**config.mk**
```make
export PLATFORM = sky130hd
export DESIGN_NAME = hazard_detection_unit
export DESIGN_NICKNAME = d
export VERILOG_FILES = /design/src/rtl/hazard_detection_unit.sv
export SDC_FILE = /design/constraint.sdc
export NUM_CORES = 1
export LEC_CHECK = 0
export BUFFER_PORTS_ARGS = -buffer_cell sky130_fd_sc_hd__clkbuf_2
export CAP_MARGIN = 20
export CORE_MARGIN = 2
export CORE_UTILIZATION = 45
export DETAILED_ROUTE_END_ITERATION = 10
export PLACE_DENSITY = 0.67
export SLEW_MARGIN = 15
export SYNTH_ARGS = -nofsm -noshare
export SYNTH_HDL_FRONTEND = slang
export SYNTH_SLANG_ARGS = --single-unit
```
**constraint.sdc**
```tcl
create_clock -name clk -period 2.41 [get_ports clk]
set_clock_uncertainty 0.05 [all_clocks]
set_input_delay 0.3615 -clock clk [delete_from_list [all_inputs] [get_ports clk]]
set_output_delay 0.3615 -clock clk [all_outputs]
set_load 0.01 [all_outputs]
```
**src/rtl/hazard_detection_unit.sv**
```systemverilog
// -----------------------------------------------------------------------------
// hazard_detection_unit
//
// Load-use hazard detector and stall controller for the ID stage of a 5-stage
// pipeline. When the instruction in EX is a load whose destination matches a
// source register of the instruction in ID, the PC and IF/ID register are
// frozen for LOAD_STALL_CYCLES cycles and the ID control bubble mux inserts
// zeros. A taken branch/jump flushes IF/ID and overrides any stall.
//
// Handshake note: there is no valid/ready pair here. pc_write/if_id_write act
// as "ready" for the front end: an instruction advances from IF to ID only on
// an edge where both are 1. Outputs are combinational from state and inputs.
//
// Ports:
//   clk            pipeline clock, rising edge
//   arst_n         asynchronous active-low reset
//   id_rs1/id_rs2  source register fields of the instruction in ID
//   id_uses_rs2    instruction in ID actually reads rs2
//   id_ex_mem_read instruction in EX is a load
//   id_ex_rd       destination register of the instruction in EX
//   branch_taken   taken branch/jump resolved this cycle (flush request)
//   pc_write       PC update enable
//   if_id_write    IF/ID register enable
//   if_id_flush    clear IF/ID to NOP
//   ctrl_select    bubble mux select: 1 = pass decoded controls, 0 = zeros
//   stall_count    saturating count of stalled cycles since reset
//   dbg_state      current FSM state (0 = IDLE, 1 = STALL)
// -----------------------------------------------------------------------------
module hazard_detection_unit #(
    parameter int REG_ADDR_W        = 5,
    parameter int LOAD_STALL_CYCLES = 1   // legal range 1..15
) (
    input  logic                  clk,
    input  logic                  arst_n,
    input  logic [REG_ADDR_W-1:0] id_rs1,
    input  logic [REG_ADDR_W-1:0] id_rs2,
    input  logic                  id_uses_rs2,
    input  logic                  id_ex_mem_read,
    input  logic [REG_ADDR_W-1:0] id_ex_rd,
    input  logic                  branch_taken,
    output logic                  pc_write,
    output logic                  if_id_write,
    output logic                  if_id_flush,
    output logic                  ctrl_select,
    output logic [15:0]           stall_count,
    output logic                  dbg_state
);

    typedef enum logic {
        IDLE  = 1'b0,
        STALL = 1'b1
    } state_t;

    // The first stall cycle is spent in IDLE (zero-latency detection), so the
    // STALL state only has to cover the remaining LOAD_STALL_CYCLES-1 cycles.
    localparam logic [3:0] STALL_RELOAD = 4'(LOAD_STALL_CYCLES - 1);

    state_t     state, state_nxt;
    logic [3:0] remaining, remaining_nxt;
    logic       hz;

    // x0 is hardwired to zero, so a load targeting it never creates a hazard.
    assign hz = id_ex_mem_read && (id_ex_rd != '0) &&
                ((id_ex_rd == id_rs1) || (id_uses_rs2 && (id_ex_rd == id_rs2)));

    // State register
    always_ff @(posedge clk or negedge arst_n) begin
        if (!arst_n) begin
            state     <= IDLE;
            remaining <= 4'd0;
        end else begin
            state     <= state_nxt;
            remaining <= remaining_nxt;
        end
    end

    // Next-state logic
    always_comb begin
        state_nxt     = state;
        remaining_nxt = remaining;
        if (branch_taken) begin
            state_nxt     = IDLE;
            remaining_nxt = 4'd0;
        end else begin
            case (state)
                IDLE: begin
                    if (hz && (LOAD_STALL_CYCLES > 1)) begin
                        state_nxt     = STALL;
                        remaining_nxt = STALL_RELOAD;
                    end
                end
                STALL: begin
                    // ID/EX holds a bubble during STALL, so hz is not looked at.
                    remaining_nxt = remaining - 4'd1;
                    if (remaining == 4'd1) begin
                        state_nxt = IDLE;
                    end
                end
                default: begin
                    state_nxt     = IDLE;
                    remaining_nxt = 4'd0;
                end
            endcase
        end
    end

    // Output logic (Mealy). Reset gates the outputs directly so they read 0
    // for the whole time reset is held, not just after the next edge.
    always_comb begin
        pc_write    = 1'b0;
        if_id_write = 1'b0;
        if_id_flush = 1'b0;
        ctrl_select = 1'b0;
        if (!arst_n) begin
            pc_write    = 1'b0;
        end else if (branch_taken) begin
            pc_write    = 1'b1;
            if_id_write = 1'b1;
            if_id_flush = 1'b1;
            ctrl_select = 1'b0;
        end else if ((state == STALL) || hz) begin
            pc_write    = 1'b0;
            if_id_write = 1'b0;
            ctrl_select = 1'b0;
        end else begin
            pc_write    = 1'b1;
            if_id_write = 1'b1;
            ctrl_select = 1'b1;
        end
    end

    // Stall cycle counter, saturating at all-ones
    always_ff @(posedge clk or negedge arst_n) begin
        if (!arst_n) begin
            stall_count <= 16'd0;
        end else if (!pc_write && (stall_count != 16'hFFFF)) begin
            stall_count <= stall_count + 16'd1;
        end
    end

    assign dbg_state = (state == STALL);

endmodule
```
==> results of run 1 <==
-- layout make-up --
class | count | area (sq um) | share of cell area
inverters | 5 | 18.8 | 0.0106
well taps | 46 | 57.6 | 0.0324
clock buffers | 4 | 26.3 | 0.0148
repair buffers | 45 | 240 | 0.135
flip-flops and latches | 21 | 526 | 0.296
multi-input cells | 112 | 910 | 0.512
-- registers in the layout, summed over array words and instances, names as in the netlist --
name / cells
stall_count: 16
remaining: 4
dbg_state: 1
-- power by group --
| part | internal [mW] | total (mW) | switching [mW] | leakage (nW) |
|---|---|---|---|---|
| clock network | 0.0647 | 0.178 | 0.113 | 0.0150 |
| registers | 0.406 | 0.477 | 0.0712 | 0.268 |
| logic | 0.163 | 0.341 | 0.178 | 0.451 |
-- cells by family after synthesis --
logic type,synth area share
simple gates,0.221
compound gates,0.188
xor+xnor,0.148
flops,0.341
buf+inv,0.0682
fa+ha+maj,0.0244
mux,0.00975
-- per-layer routing --
metal  wire length (um)  vias to the layer above
met3                180                        2
met1               1530                      662
met2               1710                       34
met4                 19                        0
li1                   -                      620
met5                  0                        -
-- layout by cell type (no fill, tap or decap), types with 3 or more instances in the layout --
cell,n
clkbuf_2,40
xnor2_1,25
dfrtp_1,21
nand2_1,10
nor2_1,10
nor4_1,9
o2111ai_1,6
inv_1,5
and3_1,4
buf_4,4
nand3_1,3
nand2b_1,3
nand4_1,3
a21oi_2,3
o211ai_1,3
nor4b_1,3
ha_1,3
clkbuf_4,3
-- synthesized netlist by cell type (all sizes together) --
cell	count	area [sq um]
mux2	1	15.0
nor4	9	56.3
buf	8	82.6
nand4	6	65.1
nor2b	1	8.76
nand2	10	37.5
xor2	1	8.76
and3	4	25.0
nor2	10	37.5
a21oi	5	36.3
o2111ai	6	52.6
a21o	1	7.51
nor4b	3	26.3
o2bb2ai	1	8.76
o21ai	2	13.8
and2	1	6.26
o41ai	1	27.5
nand4b	1	8.76
dfrtp	21	526
ha	3	37.5
o22ai	1	20.0
and4	1	8.76
a211oi	2	15.0
nor3	2	15.0
nand3	3	15.0
or3	1	11.3
nand2b	3	18.8
clkbuf	1	3.75
o31a	1	10.0
inv	5	18.8
xnor2	25	219
o211ai	4	35.0
a221oi	2	41.3
o31ai	1	21.3
-- through the flow --
step                      total power, mW   util  instance area (sq um)
after CTS                            1.01  0.537                   1780
after global placement              0.816  0.526                   1740
after global routing                 1.06  0.537                   1780
final                               0.995  0.537                   1780
after floorplan                     0.708      -                   1540
after detailed placement            0.825  0.526                   1740
-- repair_timing --
item	in CTS	in global routing
endpoints found under the hold margin	7	0
hold buffers	1	0
setup endpoints to repair	0	0
resized for setup	0	0
-- how the worst max path moves through the flow --
stage / start / end / slack (ps)
floorplan: id_ex_rd[3] / pc_write / 490
global placement: id_ex_rd[0] / ctrl_select / 380
CTS: arst_n / ctrl_select / 110
finish: arst_n / ctrl_select / 130
global route: arst_n / ctrl_select / 20
detailed placement: id_ex_rd[0] / ctrl_select / 350
==> flow_summary.ini, run 1 <==
[yosys]
yosysUniqueCellTypes = 45
synth-seq-area-share = 0.341
synth_warnings = 0
syn_area_sq_um = 1540
ys_ff_latch = 21
syn_inst = 147
avgSynthCellArea_sq_um = 10.5
synth_fp_nets = 170

[min_path]
min_to = remaining[1]$_DFFE_PN0P_
min_from = branch_taken
hp-class = in -> reg
min_path_cells = 2

[layout]
n_antenna_cell = 0
drive_above_1_share = 0.348
instances_no_fill = 233
areaGrowthSynthToFinish_pct = 15.4
final_nets = 211
fill_cells = 319

[worst_setup_path]
required_ps = 2000
worst_path_max_delay_cell = dlygate4sd3_1
r2r-start = stall_count[0]$_DFFE_PN0P_
arrival_ps = 1870
regToRegSetupSlack_ps = 330
cp_cell_sequence = dlygate4sd3_1, clkbuf_2, nand2b_1, buf_4, a21o_1, nor2_1, clkbuf_2
r2r_end = stall_count[7]$_DFFE_PN0P_
crit_top_cell = clkbuf_2
path_buf_inv = 4
critical-path-top-delay-family = buffers and inverters
start_kind = primary input
cp_max_fo = 11
max_stage_delay_ps = 520
worst_setup_path_end_kind = primary output
cp_num_cells = 7
reg2regPathDepth = 6
criticalPathCategory = in -> out

[placed_design]
hpwl_mm = 2.68
dpl_worst_slack_ps = 346
finalWeightedCongestion = 0.807
port_buffers = 40
place_inst = 228

[power]
power_density_nw_per_um2 = 560
p_leak_nw = 0.733
ir_drop_v = 0.000401

[timing]
rsz0062_at_grt = no
hold_violations = 0
setup-violations-final = 0
finalSetupTns_ps = 0
post-route-min-period_ps = 2280
worst_slew_pin_slew_ps = 643
fin_crit_sh = 0.946
relSlewSlack = 0.570
slew_violations = 0
holdWs_ps = 241
fmax_mhz = 438
finalWorstSetupSlack_ps = 129

[drt]
drtAntennaViolNets = 0
drc = 0
vias = 1318
via_per_inst = 5.66
routed_wirelength_mm = 3.44
firstDrtPassIters = 4
wl_per_cell_um = 14.8
first_iter_violations = 67

[flow_run]
max-cap-violations = 0

[floorplanning]
die_area_sq_um = 3910
ios = 41
num_rows = 21
fp.dieH_um = 62.5
dieWidth_um = 62.5
coreArea_sq_um = 3310
start_util = 0.465

[grt]
met1_usage = 0.235
antenna_found_initial = 0
use_met3 = 0.0450
grt_pass1_wl_mm = 5.76
grt_pass1_vias = 1233
overflow = 0
grt_max_degree = 15
grt_busiest_layer = met2
grt_use_met2 = 0.313
grtUsageTotal = 0.183

[clocking]
cts_tree = yes
htree_levels = 1
cts_buffers = 3
clock-sinks = 21
clk_path_buf_depth = 2
clk_pin_slew_ps = 120
clk_latency_ps = 310
post_cts_buffers = 0
clock-root-buffer = clkbuf_4

[outcome]
status = finished, final reports clean
Note: power is estimated with default switching activity, not from simulation.
==> run 2, diff against run 1 <==
--- a/config.mk
+++ b/config.mk
@@ -7,7 +7,6 @@
 export LEC_CHECK = 0
 export BUFFER_PORTS_ARGS = -buffer_cell sky130_fd_sc_hd__clkbuf_2
 export CAP_MARGIN = 20
-export CORE_MARGIN = 2
 export CORE_UTILIZATION = 45
 export DETAILED_ROUTE_END_ITERATION = 10
 export PLACE_DENSITY = 0.67
==> flow_summary.ini, run 2 (synthesized netlist as in run 1, its figures left out) <==
[outcome]
status = finished, final reports clean

[placed_design]
port_buffers = 40
hpwl_mm = 2.66
finalWeightedCongestion = 0.778
dpl_worst_slack_ps = 338

[timing]
slew_violations = 0
relSlewSlack = 0.557
fin_crit_sh = 0.930
worst_slew_pin_slew_ps = 662
setup-violations-final = 0
fmax_mhz = 446
finalWorstSetupSlack_ps = 169
post-route-min-period_ps = 2240
finalSetupTns_ps = 0
hold_violations = 0
rsz0062_at_grt = no

[clocking]
clk_path_buf_depth = 2
cts_buffers = 3
clock-sinks = 21
htree_levels = 1
clk_latency_ps = 310
clock-root-buffer = clkbuf_4
cts_tree = yes
clk_pin_slew_ps = 110

[layout]
areaGrowthSynthToFinish_pct = 15.3
final_cell_mix = clkbuf_2, xnor2_1, dfrtp_1, nand2_1, nor2_1
n_antenna_cell = 0
largest_reg_flops = 16
top_register = stall_count
final_common_cell = clkbuf_2
final_nets = 211
drive_above_1_share = 0.348

[min_path]
hp-class = in -> reg

[grt]
grt_pass1_wl_mm = 5.89
overflow = 0
grt_pass1_vias = 1243
antenna_found_initial = 0
grtUsageTotal = 0.213
grt_max_degree = 15

[floorplanning]
coreArea_sq_um = 3150
ios = 41
num_rows = 20
start_util = 0.488
dieWidth_um = 60.5
fp.dieH_um = 60.5
die_area_sq_um = 3660

[flow_run]
max-cap-violations = 0

[worst_setup_path]
required_ps = 2000
criticalPathCategory = in -> out
cp_cell_sequence = dlygate4sd3_1, buf_2, nand2b_1, buf_4, a21o_1, nor2_1, clkbuf_2
worst_setup_path_end_kind = primary output
start_kind = primary input
cp_max_fo = 11
arrival_ps = 1830
worst_path_max_delay_cell = dlygate4sd3_1
max_stage_delay_ps = 520

[drt]
drtAntennaViolNets = 0
routed_wirelength_mm = 3.50
via_per_inst = 5.66
drc = 0
firstDrtPassIters = 4
first_iter_violations = 82
wl_per_cell_um = 15.2
vias = 1307

[power]
p_seq_frac = 0.477
p_leak_nw = 0.733
p_switching_mw = 0.360
power_density_nw_per_um2 = 560
p_sw_frac = 0.363
p_int_mw = 0.634
p_comb_frac = 0.347
ir_drop_v = 0.000404
clkPwrFrac = 0.175
[run 2: changes by cell type in the layout (fill, tap and decap cells not counted), sizes merged]
cell	change
buf	+1
clkbuf	-1
[run 2: timing repair]
item	CTS	global route
setup buffers	0	0
resized for setup	0	1
hold buffers	1	0
endpoints found under the setup margin	0	2
endpoints found under the hold margin	7	0
[run 2: power by group through the flow]
stage | logic [mW] | registers, mW | clock network [mW]
after CTS | 0.348 | 0.475 | 0.179
after detailed placement | 0.345 | 0.481 | 0
after global routing | 0.373 | 0.484 | 0.193
after global placement | 0.337 | 0.477 | 0
final | 0.345 | 0.475 | 0.174
after floorplan | 0.213 | 0.495 | 0
[run 2: final timing paths]
| kind | startpoint | to | slack [ps] | cells after the start |
|---|---|---|---|---|
| max in group asynchronous | arst_n | remaining[0]$_DFFE_PN0P_ | 1480 | 3 |
| setup reg to reg | stall_count[0]$_DFFE_PN0P_ | stall_count[7]$_DFFE_PN0P_ | 290 | 6 |
| hold / removal | branch_taken | remaining[1]$_DFFE_PN0P_ | 250 | 2 |
| min in group asynchronous | arst_n | stall_count[3]$_DFFE_PN0P_ | 380 | 2 |
| hold reg to reg | stall_count[6]$_DFFE_PN0P_ | stall_count[6]$_DFFE_PN0P_ | 470 | 1 |
| setup / recovery | arst_n | ctrl_select | 170 | 7 |
[run 2: worst max-delay path, delay by kind of cell]
family,cells,cell delay (ps)
buf+inv,4,1080
compound gates,1,180
simple gates,2,200
[run 2: final cells by class]
class | count | area [sq um]
tap | 44 | 55.1
multi-input combinational | 112 | 910
clock buffer | 4 | 26.3
timing repair buffer | 45 | 240
sequential | 21 | 526
inverter | 5 | 18.8
fill | 300 | 1380
[run 2: metal layers]
metal | part of all wire | up-vias | global-route usage
met5 | 0 | - | 0
met4 | 0.011 | 0 | 0.0325
met3 | 0.037 | 4 | 0.0426
met2 | 0.50 | 28 | 0.356
met1 | 0.45 | 650 | 0.292
li1 | - | 625 | -
[run 2: stage by stage]
| step | area (sq um) | std cells | total power [mW] | hold slack, ps | utilization |
|---|---|---|---|---|---|
| detailed placement | 1740 | 226 | 0.826 | 194 | 0.552 |
| floorplan | 1540 | 147 | 0.708 | 15.9 | - |
| finish | 1780 | 231 | 0.994 | 246 | 0.563 |
| CTS | 1780 | 231 | 1.00 | 251 | 0.563 |
| global route | 1780 | 231 | 1.05 | 249 | 0.563 |
| global placement | 1740 | 226 | 0.814 | 190 | 0.552 |
==> run 3, diff against run 2 <==
--- a/config.mk
+++ b/config.mk
@@ -9,7 +9,7 @@
 export CAP_MARGIN = 20
 export CORE_UTILIZATION = 45
 export DETAILED_ROUTE_END_ITERATION = 10
-export PLACE_DENSITY = 0.67
+export PLACE_DENSITY = 0.68
 export SLEW_MARGIN = 15
 export SYNTH_ARGS = -nofsm -noshare
 export SYNTH_HDL_FRONTEND = slang
==> flow_summary.ini, run 3 (synthesized netlist as in run 1, its figures left out) <==
[outcome]
status = finished, final reports clean

[layout]
final_common_cell = clkbuf_2
areaGrowthSynthToFinish_pct = 15.4
final_cell_mix = clkbuf_2, xnor2_1, dfrtp_1, nand2_1, nor2_1
ff_latch_area_sq_um = 526
largest_reg_flops = 16
multi_input_area_sq_um = 910
drive_above_1_share = 0.353
final_nets = 211
fill_cells = 297
n_antenna_cell = 0
final_util = 0.563
top_register = stall_count

[min_path]
min_path_cells = 2
min_from = branch_taken
min_to = remaining[1]$_DFFE_PN0P_
hp-class = in -> reg

[placed_design]
hpwl_mm = 2.66
finalWeightedCongestion = 0.772
dpl_worst_slack_ps = 290
port_buffers = 40

[clocking]
clock-root-buffer = clkbuf_4
cts_tree = yes
clk_pin_slew_ps = 140
clk_latency_ps = 320
clk_path_buf_depth = 2
htree_levels = 1
post_cts_buffers = 0
clock-sinks = 21
cts_buffers = 3

[floorplanning]
start_util = 0.488
die_area_sq_um = 3660
coreArea_sq_um = 3150
dieWidth_um = 60.5
num_rows = 20
ios = 41
fp.dieH_um = 60.5

[worst_setup_path]
regToRegSetupSlack_ps = 280
reg2regPathDepth = 6
r2r_end = stall_count[7]$_DFFE_PN0P_
worst_setup_path_end_kind = primary output
criticalPathCategory = in -> out
required_ps = 2000
start_kind = primary input
arrival_ps = 1820
cp_max_fo = 11
r2r-start = stall_count[0]$_DFFE_PN0P_

[drt]
vias = 1303
firstDrtPassIters = 4
wl_per_cell_um = 15.3
routed_wirelength_mm = 3.53
via_per_inst = 5.64
drc = 0
first_iter_violations = 44
drtAntennaViolNets = 0

[timing]
finalWorstSetupSlack_ps = 175
rsz0062_at_grt = no
finalSetupTns_ps = 0
slew_violations = 0
post-route-min-period_ps = 2230
relSlewSlack = 0.528
setup-violations-final = 0
fmax_mhz = 448
worst_slew_pin_slew_ps = 706
fin_crit_sh = 0.927
hold_violations = 0

[power]
clkPwrFrac = 0.174
p_sw_frac = 0.367
p_comb_frac = 0.349
p_leak_nw = 0.736
p_int_mw = 0.632
power_density_nw_per_um2 = 562
p_switching_mw = 0.366
ir_drop_v = 0.000479
p_seq_frac = 0.477

[grt]
grtUsageTotal = 0.218
grt_pass1_wl_mm = 5.96
grt_max_degree = 15
overflow = 0
antenna_found_initial = 0
grt_pass1_vias = 1297

[flow_run]
max-cap-violations = 0
-- run 3: changes by cell type in the layout (fill, tap and decap cells not counted), sizes merged --
cell,before,now
clkbuf,43,42
clkinv,0,1
-- run 3: critical path, stage by stage --
cell	delay, ps
dlygate4sd3_1	520
buf_2	250
nand2b_1	100
buf_4	190
a21o_1	180
nand2_1	80
clkbuf_2	130
-- run 3: cell type report --
class,count,share of cell area
sequential,21,0.296
timing repair buffer,45,0.135
clock buffer,3,0.0127
tap,44,0.0310
clock inverter,1,0.00282
multi-input combinational,112,0.512
inverter,5,0.0106
-- run 3: power by group through the flow --
stage                     clock network, mW  registers [mW]  logic [mW]
after floorplan                           0           0.495       0.213
after global placement                    0           0.476       0.337
after detailed placement                  0           0.482       0.345
after CTS                             0.181           0.476       0.349
after global routing                  0.194           0.488       0.382
final                                 0.174           0.476       0.348
-- run 3: how the worst max path moves through the flow --
stage | start | end | slack [ps] | cells past startpoint
6_report | arst_n | pc_write | 180 | 7
5_1_grt | arst_n | ctrl_select | 10 | 7
4_1_cts | arst_n | stall_count[1]$_DFFE_PN0P_ | 110 | 6
3_5_place_dp | stall_count[0]$_DFFE_PN0P_ | stall_count[7]$_DFFE_PN0P_ | 290 | 6
3_3_place_gp | id_ex_rd[0] | ctrl_select | 370 | 6
2_1_floorplan | id_ex_rd[3] | pc_write | 490 | 7
-- run 3: what timing repair did --
action / 4_1_cts / 5_1_grt
gates resized for setup: 0 / 1
hold buffers: 1 / 0
setup endpoints to repair: 0 / 3
endpoints found under the hold margin: 7 / 0
-- run 3: layer usage --
metal | wire length, um | up-vias | track usage | part of all wire
met5 | 0 | - | 0 | 0
met1 | 1600 | 622 | 0.290 | 0.45
met4 | 17 | 0 | 0.0649 | 0.0048
met2 | 1710 | 50 | 0.352 | 0.48
met3 | 203 | 2 | 0.0533 | 0.057
li1 | - | 629 | - | -
-- run 3: through the flow --
step | hold slack [ps] | instance area, sq um | cells | power (mW)
floorplan | 15.9 | 1540 | 147 | 0.708
detailed placement | 197 | 1740 | 226 | 0.827
global route | 218 | 1780 | 231 | 1.06
finish | 227 | 1780 | 231 | 0.998
CTS | 229 | 1780 | 231 | 1.01
global placement | 190 | 1740 | 226 | 0.813
